$ cat config.mk
export PLATFORM = sky130hd
export DESIGN_NAME = stoch_sum_mat
export DESIGN_NICKNAME = d
export VERILOG_FILES = /design/src/rtl/stoch_sum_mat_pkg.sv /design/src/rtl/stoch_sum.sv /design/src/rtl/stoch_sum_mat.sv
export SDC_FILE = /design/constraint.sdc
export NUM_CORES = 1
export LEC_CHECK = 0
export CAP_MARGIN = 20
export CORE_MARGIN = 4
export CORE_UTILIZATION = 37
export CTS_BUF_LIST = sky130_fd_sc_hd__clkbuf_16
export CTS_CLUSTER_DIAMETER = 80
export CTS_CLUSTER_SIZE = 16
export DETAILED_ROUTE_END_ITERATION = 16
export GPL_TIMING_DRIVEN = 1
export PLACE_DENSITY_LB_ADDON = 0.1
export SLEW_MARGIN = 10
export SYNTH_ARGS = -nofsm -noshare
export SYNTH_HDL_FRONTEND = slang
export SYNTH_HIERARCHICAL = 1
export SYNTH_SLANG_ARGS = --single-unit
$ cat constraint.sdc
create_clock -name CLK -period 3.5 [get_ports CLK]
set_input_delay 0.35 -clock CLK [delete_from_list [all_inputs] [get_ports CLK]]
set_output_delay 0.35 -clock CLK [all_outputs]
set_load 0.01 [all_outputs]
$ cat src/rtl/stoch_sum_mat_pkg.sv
// stoch_sum_mat_pkg: shared stochastic-arithmetic limits and widths.
package stoch_sum_mat_pkg;
  function automatic int cnt_max(input int w);
    return (1 << (w - 1)) - 1;
  endfunction
  function automatic int cnt_min(input int w);
    return -(1 << (w - 1));
  endfunction
  // Wide enough that C plus n signed unit terms never wraps before clamping.
  function automatic int sum_width(input int n, input int w);
    return w + $clog2(n) + 1;
  endfunction
endpackage

$ cat src/rtl/stoch_sum.sv
// stoch_sum: one element of the clamped stochastic adder with signed remainder counter.
module stoch_sum
  import stoch_sum_mat_pkg::*;
#(
  parameter int NUM_INPUTS = 2,
  parameter int CNT_WIDTH  = 4
) (
  input  logic                  CLK,
  input  logic                  nRST,
  input  logic                  EN,
  input  logic                  CLR,
  input  logic [NUM_INPUTS-1:0] NEG,
  input  logic [NUM_INPUTS-1:0] x,
  output logic                  y,
  output logic                  ovf
);
  localparam int TW = sum_width(NUM_INPUTS, CNT_WIDTH);
  localparam logic signed [TW-1:0] MAXV = TW'(cnt_max(CNT_WIDTH));
  localparam logic signed [TW-1:0] MINV = TW'(cnt_min(CNT_WIDTH));
  localparam logic signed [TW-1:0] ONE  = TW'(1);
  logic signed [CNT_WIDTH-1:0] c_q, c_d;
  logic signed [TW-1:0] t, u;
  logic y_q, y_d, ovf_q, sat;
  always_comb begin
    t = TW'(c_q);
    for (int k = 0; k < NUM_INPUTS; k++) t = NEG[k] ? t - TW'(x[k]) : t + TW'(x[k]);
    y_d = t >= ONE;
    u   = y_d ? t - ONE : t;
    sat = (u > MAXV) || (u < MINV);
    c_d = u > MAXV ? CNT_WIDTH'(MAXV) : u < MINV ? CNT_WIDTH'(MINV) : CNT_WIDTH'(u);
  end
  always_ff @(posedge CLK or negedge nRST) begin
    if (!nRST) begin
      c_q   <= '0;
      y_q   <= 1'b0;
      ovf_q <= 1'b0;
    end else if (CLR) begin
      c_q   <= '0;
      y_q   <= 1'b0;
      ovf_q <= 1'b0;
    end else begin
      y_q <= EN & y_d;
      if (EN) begin
        c_q   <= c_d;
        ovf_q <= ovf_q | sat;
      end
    end
  end
  assign y   = y_q;
  assign ovf = ovf_q;
endmodule

$ cat src/rtl/stoch_sum_mat.sv
// stoch_sum_mat: element-wise clamped stochastic sum of NUM_INPUTS bitstream matrices.
module stoch_sum_mat
  import stoch_sum_mat_pkg::*;
#(
  parameter int NUM_ROWS   = 2,
  parameter int NUM_COLS   = 2,
  parameter int NUM_INPUTS = 2,
  parameter int CNT_WIDTH  = 4
) (
  input  logic                                      CLK,
  input  logic                                      nRST,
  input  logic                                      EN,
  input  logic                                      CLR,
  input  logic [NUM_INPUTS-1:0]                     NEG,
  input  logic [NUM_INPUTS*NUM_ROWS*NUM_COLS-1:0]   X,
  output logic [NUM_ROWS*NUM_COLS-1:0]              Y,
  output logic [NUM_ROWS*NUM_COLS-1:0]              OVF
);
  localparam int NE = NUM_ROWS * NUM_COLS;
  for (genvar i = 0; i < NUM_ROWS; i++) begin : g_row
    for (genvar j = 0; j < NUM_COLS; j++) begin : g_col
      logic [NUM_INPUTS-1:0] xe;
      for (genvar k = 0; k < NUM_INPUTS; k++) begin : g_op
        assign xe[k] = X[k*NE + i*NUM_COLS + j];
      end
      stoch_sum #(.NUM_INPUTS(NUM_INPUTS), .CNT_WIDTH(CNT_WIDTH)) u_el (
        .CLK (CLK),
        .nRST(nRST),
        .EN  (EN),
        .CLR (CLR),
        .NEG (NEG),
        .x   (xe),
        .y   (Y[i*NUM_COLS + j]),
        .ovf (OVF[i*NUM_COLS + j])
      );
    end
  end
endmodule

After elaboration in Yosys (flattened, before gate mapping)
Index checks and enable logic that the tools add are counted.
{"block": "word_totals", "out_inout_bits": 8, "input_bits": 14, "elab_cells": 97, "ff_bits": 24}
{"block": "op_classes", "n_bitwise": 8, "order_cmp": 12, "reduce_logical": 5, "n_mux": 40, "n_addsub": 20}
{"op": "6-bit 2-to-1 mux", "n": 12}
{"op": "4-bit 2-to-1 mux", "n": 16}
{"op": "6-bit by 1-bit adder with 6-bit output", "n": 4}
{"op": "6-bit by 2-bit >= comparator with 1-bit output, second input constant", "n": 4}
{"op": "6-bit by 4-bit greater-than comparator with 1-bit output, second input constant", "n": 4}
{"op": "6-bit by 4-bit less-than comparator with 1-bit output, second input constant", "n": 4}
{"op": "6-bit by 1-bit subtractor with 6-bit output", "n": 4}
{"op": "6-bit by 2-bit subtractor with 6-bit output, second input constant", "n": 4}
{"op": "4-bit by 2-bit adder with 5-bit output", "n": 4}
{"op": "4-bit by 2-bit subtractor with 5-bit output", "n": 4}
{"op": "1-bit 2-to-1 mux", "n": 12}
{"op": "1-bit bitwise AND", "n": 4}
{"op": "1-bit logical OR", "n": 4}
{"op": "1-bit OR", "n": 4}
{"op": "2-bit nonzero test", "n": 1}

Depth between registers and ports, before layout
{"block": "depth", "word_depth": 11, "mapped_depth": 14, "ltp_nobuf": 13}

By module
The synthesis kept the hierarchy.
{"module": "stoch_sum (g_row[0].g_col[1].u_el ...)", "area_per_inst_um2": 882.1, "seq_area_each_um2": 150.1, "n_inst": 3, "cells_each": 92}
{"module": "stoch_sum (g_row[0].g_col[0].u_el)", "area_per_inst_um2": 803.3, "seq_area_each_um2": 150.1, "n_inst": 1, "cells_each": 92}

Worst setup path before layout
No wires, ideal clock.
{"block": "synth_timing", "path_kind": "input port to flip-flop", "startpoint": "input port NEG[0]", "endpoint": "register g_row[0].g_col[0].u_el.c_q[3]", "setup_time_ns": 0.099, "n_path_buf": 1, "arrival_ns": 3.099, "required_ns": 3.401, "stages": 11, "path_slack_ns": 0.302, "path_cell_list": "nand2b_1 > inv_1 > fa_1 > inv_1 > fa_1 > and3_4 > or3_4 > and2_4 > buf_6 > or4_1 > a311oi_1"}
{"block": "synth_between", "elab_chain_len": 10, "elab_cells_between_ends": 13, "classes_between": "3 x add/sub; 3 x order compare; 7 x mux"}
{"element": "from (decl)", "line": "stoch_sum_mat.sv:14", "source": "input logic [NUM_INPUTS-1:0] NEG,"}
{"element": "6-bit 2-to-1 mux (*)", "line": "stoch_sum.sv:26", "source": "for (int k = 0; k < NUM_INPUTS; k++) t = NEG[k] ? t - TW'(x[k]) : t + TW'(x[k]);"}
{"element": "6-bit by 1-bit adder with 6-bit output / 6-bit by 1-bit subtractor with 6-bit output (equally long branches)", "line": "stoch_sum.sv:26"}
{"element": "6-bit 2-to-1 mux (*)", "line": "stoch_sum.sv:26"}
{"element": "6-bit by 2-bit subtractor with 6-bit output / 6-bit by 2-bit >= comparator with 1-bit output (equally long branches)", "line": "stoch_sum.sv:28, stoch_sum.sv:27"}
{"element": "6-bit 2-to-1 mux (*)", "line": "stoch_sum.sv:28", "source": "u = y_d ? t - ONE : t;"}
{"element": "6-bit by 4-bit less-than comparator with 1-bit output", "line": "stoch_sum.sv:30", "source": "c_d = u > MAXV ? CNT_WIDTH'(MAXV) : u < MINV ? CNT_WIDTH'(MINV) : CNT_WIDTH'(u);"}
{"element": "4-bit 2-to-1 mux", "line": "stoch_sum.sv:30"}
{"element": "4-bit 2-to-1 mux (*)", "line": "stoch_sum.sv:30"}
{"element": "4-bit 2-to-1 mux (*)", "line": "stoch_sum.sv:43", "source": "if (EN) begin"}
{"element": "4-bit 2-to-1 mux (*)", "line": "stoch_sum.sv:37", "source": "end else if (CLR) begin"}
{"element": "to (signal assigned)", "line": "stoch_sum.sv:34", "source": "c_q <= '0;"}
{"element": "to (signal assigned)", "line": "stoch_sum.sv:38", "source": "c_q <= '0;"}
{"element": "to (signal assigned)", "line": "stoch_sum.sv:44", "source": "c_q <= c_d;"}
{"element": "to (decl)", "line": "stoch_sum.sv:21", "source": "logic signed [CNT_WIDTH-1:0] c_q, c_d;"}
Every way passes the cells marked *; elsewhere a longest branch is shown, timed or not. The select of a mux whose other input is x is not followed.
A chain may end at the register's enable or synchronous reset.

Final worst setup path
{"block": "layout_timing", "startpoint": "input port X[2]", "endpoint": "register g_row[1].g_col[0].u_el.c_q[2]"}
{"block": "layout_between", "elab_chain_len": 11, "elab_cells_between_ends": 15, "classes_between": "5 x add/sub; 3 x order compare; 7 x mux"}
{"element": "from (decl)", "line": "stoch_sum_mat.sv:15", "source": "input logic [NUM_INPUTS*NUM_ROWS*NUM_COLS-1:0] X,"}
{"element": "4-bit by 2-bit adder with 5-bit output / 4-bit by 2-bit subtractor with 5-bit output (equally long branches)", "line": "stoch_sum.sv:26"}
{"element": "6-bit 2-to-1 mux (*)", "line": "stoch_sum.sv:26"}
{"element": "6-bit by 1-bit adder with 6-bit output / 6-bit by 1-bit subtractor with 6-bit output (equally long branches)", "line": "stoch_sum.sv:26"}
{"element": "6-bit 2-to-1 mux (*)", "line": "stoch_sum.sv:26"}
{"element": "6-bit by 2-bit subtractor with 6-bit output / 6-bit by 2-bit >= comparator with 1-bit output (equally long branches)", "line": "stoch_sum.sv:28, stoch_sum.sv:27"}
{"element": "6-bit 2-to-1 mux (*)", "line": "stoch_sum.sv:28"}
{"element": "6-bit by 4-bit less-than comparator with 1-bit output", "line": "stoch_sum.sv:30"}
{"element": "4-bit 2-to-1 mux", "line": "stoch_sum.sv:30"}
{"element": "4-bit 2-to-1 mux (*)", "line": "stoch_sum.sv:30"}
{"element": "4-bit 2-to-1 mux (*)", "line": "stoch_sum.sv:43"}
{"element": "4-bit 2-to-1 mux (*)", "line": "stoch_sum.sv:37"}
{"element": "to (signal assigned)", "line": "stoch_sum.sv:34"}
{"element": "to (signal assigned)", "line": "stoch_sum.sv:38"}
{"element": "to (signal assigned)", "line": "stoch_sum.sv:44"}
{"element": "to (decl)", "line": "stoch_sum.sv:21"}
Marks and branches as above.

==> metrics.cfg <==
[floorplanning]
fp.dieH_um=104.6
io_pins=22
coreArea_um2=8891
start_util_pct=38.80
fp.dieArea_um2=10930
std_cell_rows=34
fp.dieW_um=104.6

[sta]
slew_violations=0
finalClockSkew_ps=1.318
rsz0062_at_grt=no
layout_min_cycle_time_ps=3269
setup_viol_count_final=0
slew_headroom_pct=25.60
fmax_mhz=305.9
hold_viol_final=0
tightest_slew_ps=1113
min_period_over_period_pct=93.39

[routing]
drt-total-wl_mm=7.969
vias=3010
dr.pass1.iters=4
viasPerCell=5.356
wl_per_cell_um=14.18
drc=0
drt_iter0_markers=81
postRouteAntennaNets=0

[synth]
async_flop_share_pct=100.0
yosys.area_share.xor_xnor_pct=6.493
netlist_instances=368
synth_edf_count=0
synth_compound_area_share_pct=26.44
synth_mux_area_share_pct=2.031
synth_top_family_by_area=compound AO/OA/AOI/OAI gates
synth-main-ff-cell=dfrtp_1
ys_warn_count=6
synthesis.nets=434
ys_seq_elements=24
syn_area_per_cell_um2=9.374
ys_types=51
synthSimpleGateAreaFrac_pct=21.58
synthAdderAreaFrac_pct=20.60
ys_seq_area_share_pct=17.41
netlist_area_um2=3450

[placement]
post-dp-hpwl_mm=6.562
io_buffers=21
routabilityCongestion=0.8047

[finish]
drive_above_1_share_pct=27.97
layout.nets=522
multi_input_area_um2=2740
diodes=0
utilization_pct=49.70
area_growth_pct=28.11
fillerInstances=876
ff_latch_area_um2=600.6

[cts]
ctsLongestPathBuffers=2
htree_levels=1
clk_latency_ps=250
cts_tree=yes
path_clk_slew_ps=60
cts_root_buffer=clkbuf_16
numCtsBuffers=3
cts.sink_count=24

[critical_path]
path_max_fanout=4
worstPathRequired_ps=3580
endpoint_kind=flip-flop
path_class=in -> reg
critPathLaunchType=input port
cp.arrival_ps=3350

[global_route]
grtUsageTotal_pct=14.75
grt_pass1_vias=3072
grt_max_degree=29
grt_pass1_wl_mm=13.85
antenna_found_initial=0
grt.overflow.total=0

[status]
status=finished, final reports clean

[flow_run]
drv_cap=0

[min_path]
min_path_type=in -> async

cell families after synthesis:
group | count (synthesis)
simple gates | 114
compound gates | 100
fa+ha+maj | 52
buf+inv | 48
flops | 24
xor+xnor | 23
mux | 7
path summary, 6_finish.rpt:
kind                                                from                             to  slack (ps)  depth (start not counted)
max                                                 X[2]  g_row[1].g_col[0].u_el/c_q[2]         230                         11
min reg2reg                   g_row[1].g_col[1].u_el/ovf     g_row[1].g_col[1].u_el/ovf         550                          2
max reg2reg                g_row[0].g_col[0].u_el/c_q[0]  g_row[0].g_col[0].u_el/c_q[3]         290                         10
min in group CLK              g_row[1].g_col[1].u_el/ovf     g_row[1].g_col[1].u_el/ovf         550                          2
min                                                 nRST     g_row[1].g_col[0].u_el/ovf         450                          2
max in group asynchronous                           nRST  g_row[0].g_col[0].u_el/c_q[1]        2810                          2
through the flow:
stage	instance area [µm²]	setup slack [ps]	std cells	TNS, ps	hold WS (ps)
after floorplan	3450	302.0	368	0	54.41
after global placement	4249	-207.3	558	-2367	549.5
after detailed placement	4249	-234.9	558	-2658	551.1
after CTS	4324	14.16	561	0	461.9
after global routing	4419	21.30	562	0	481.0
final	4419	231.5	562	0	449.1
cell usage after synthesis, drive strengths merged, types with 5 or more instances:
cell,instances,area [µm²]
a211oi,14,135.1
nor2,35,153.9
and3,7,67.56
nand2b,18,135.1
a21oi,17,96.35
nor3b,7,52.55
xnor2,23,224.0
fa,8,160.2
o21ai,5,25.02
inv,47,176.4
a21o,8,60.06
and2,6,40.04
o32ai,8,126.4
a311oi,8,70.07
nand4bb,7,78.83
dfrtp,24,600.6
ha,44,550.5
nand2,8,30.03
mux2i,7,70.07
layout make-up:
class                      count  area share [%]
multi-input combinational    296           62.00
timing repair buffer          84           15.66
sequential                    24           13.59
inverter                      47           3.992
tap                          108           3.058
clock buffer                   3           1.699
cell usage in the layout, fill, tap and decap left out, types with 8 or more instances in the layout:
cell             netlist  layout
clkdlybuf4s50_1        0      19
a21oi_1               14      11
ha_1                  44      43
xnor2_1               20      20
nand2b_1              15      13
nor2_1                32      32
dfrtp_1               24      24
buf_4                  0      62
nand2_1                8       8
a21o_1                 8       8
inv_1                 47      47
repair_timing:
item | CTS | global route
gates resized for setup | 0 | 20
buffers inserted | 0 | 1
hold buffers | 0 | 0
setup endpoints to repair | 0 | 18
endpoints found under the hold margin | 0 | 0
flip-flops by register name (all words and copies together) (netlist names):
signal,flops
g_row.g_col.u_el/c_q,16
g_row.g_col.u_el/ovf,4
g_row.g_col.u_el/y,4
routing by layer:
layer | track usage, % | share of wire [%] | vias to the layer above
met5 | 0 | 0 | -
met4 | 0.8547 | 0 | 0
met3 | 2.096 | 2.5 | 0
met2 | 25.00 | 47 | 37
met1 | 20.96 | 50 | 1432
li1 | - | - | 1541
critical path, stage by stage:
cell	delay [ps]
clkdlybuf4s50_1	460
ha_1	250
fa_1	490
inv_1	70
fa_2	590
inv_1	80
ha_1	200
and2_1	160
a211o_1	330
a31oi_2	250
a211oi_1	110
Power is not shown: default switching activity piles up to over one toggle a cycle in this logic, so the estimate is an artifact.
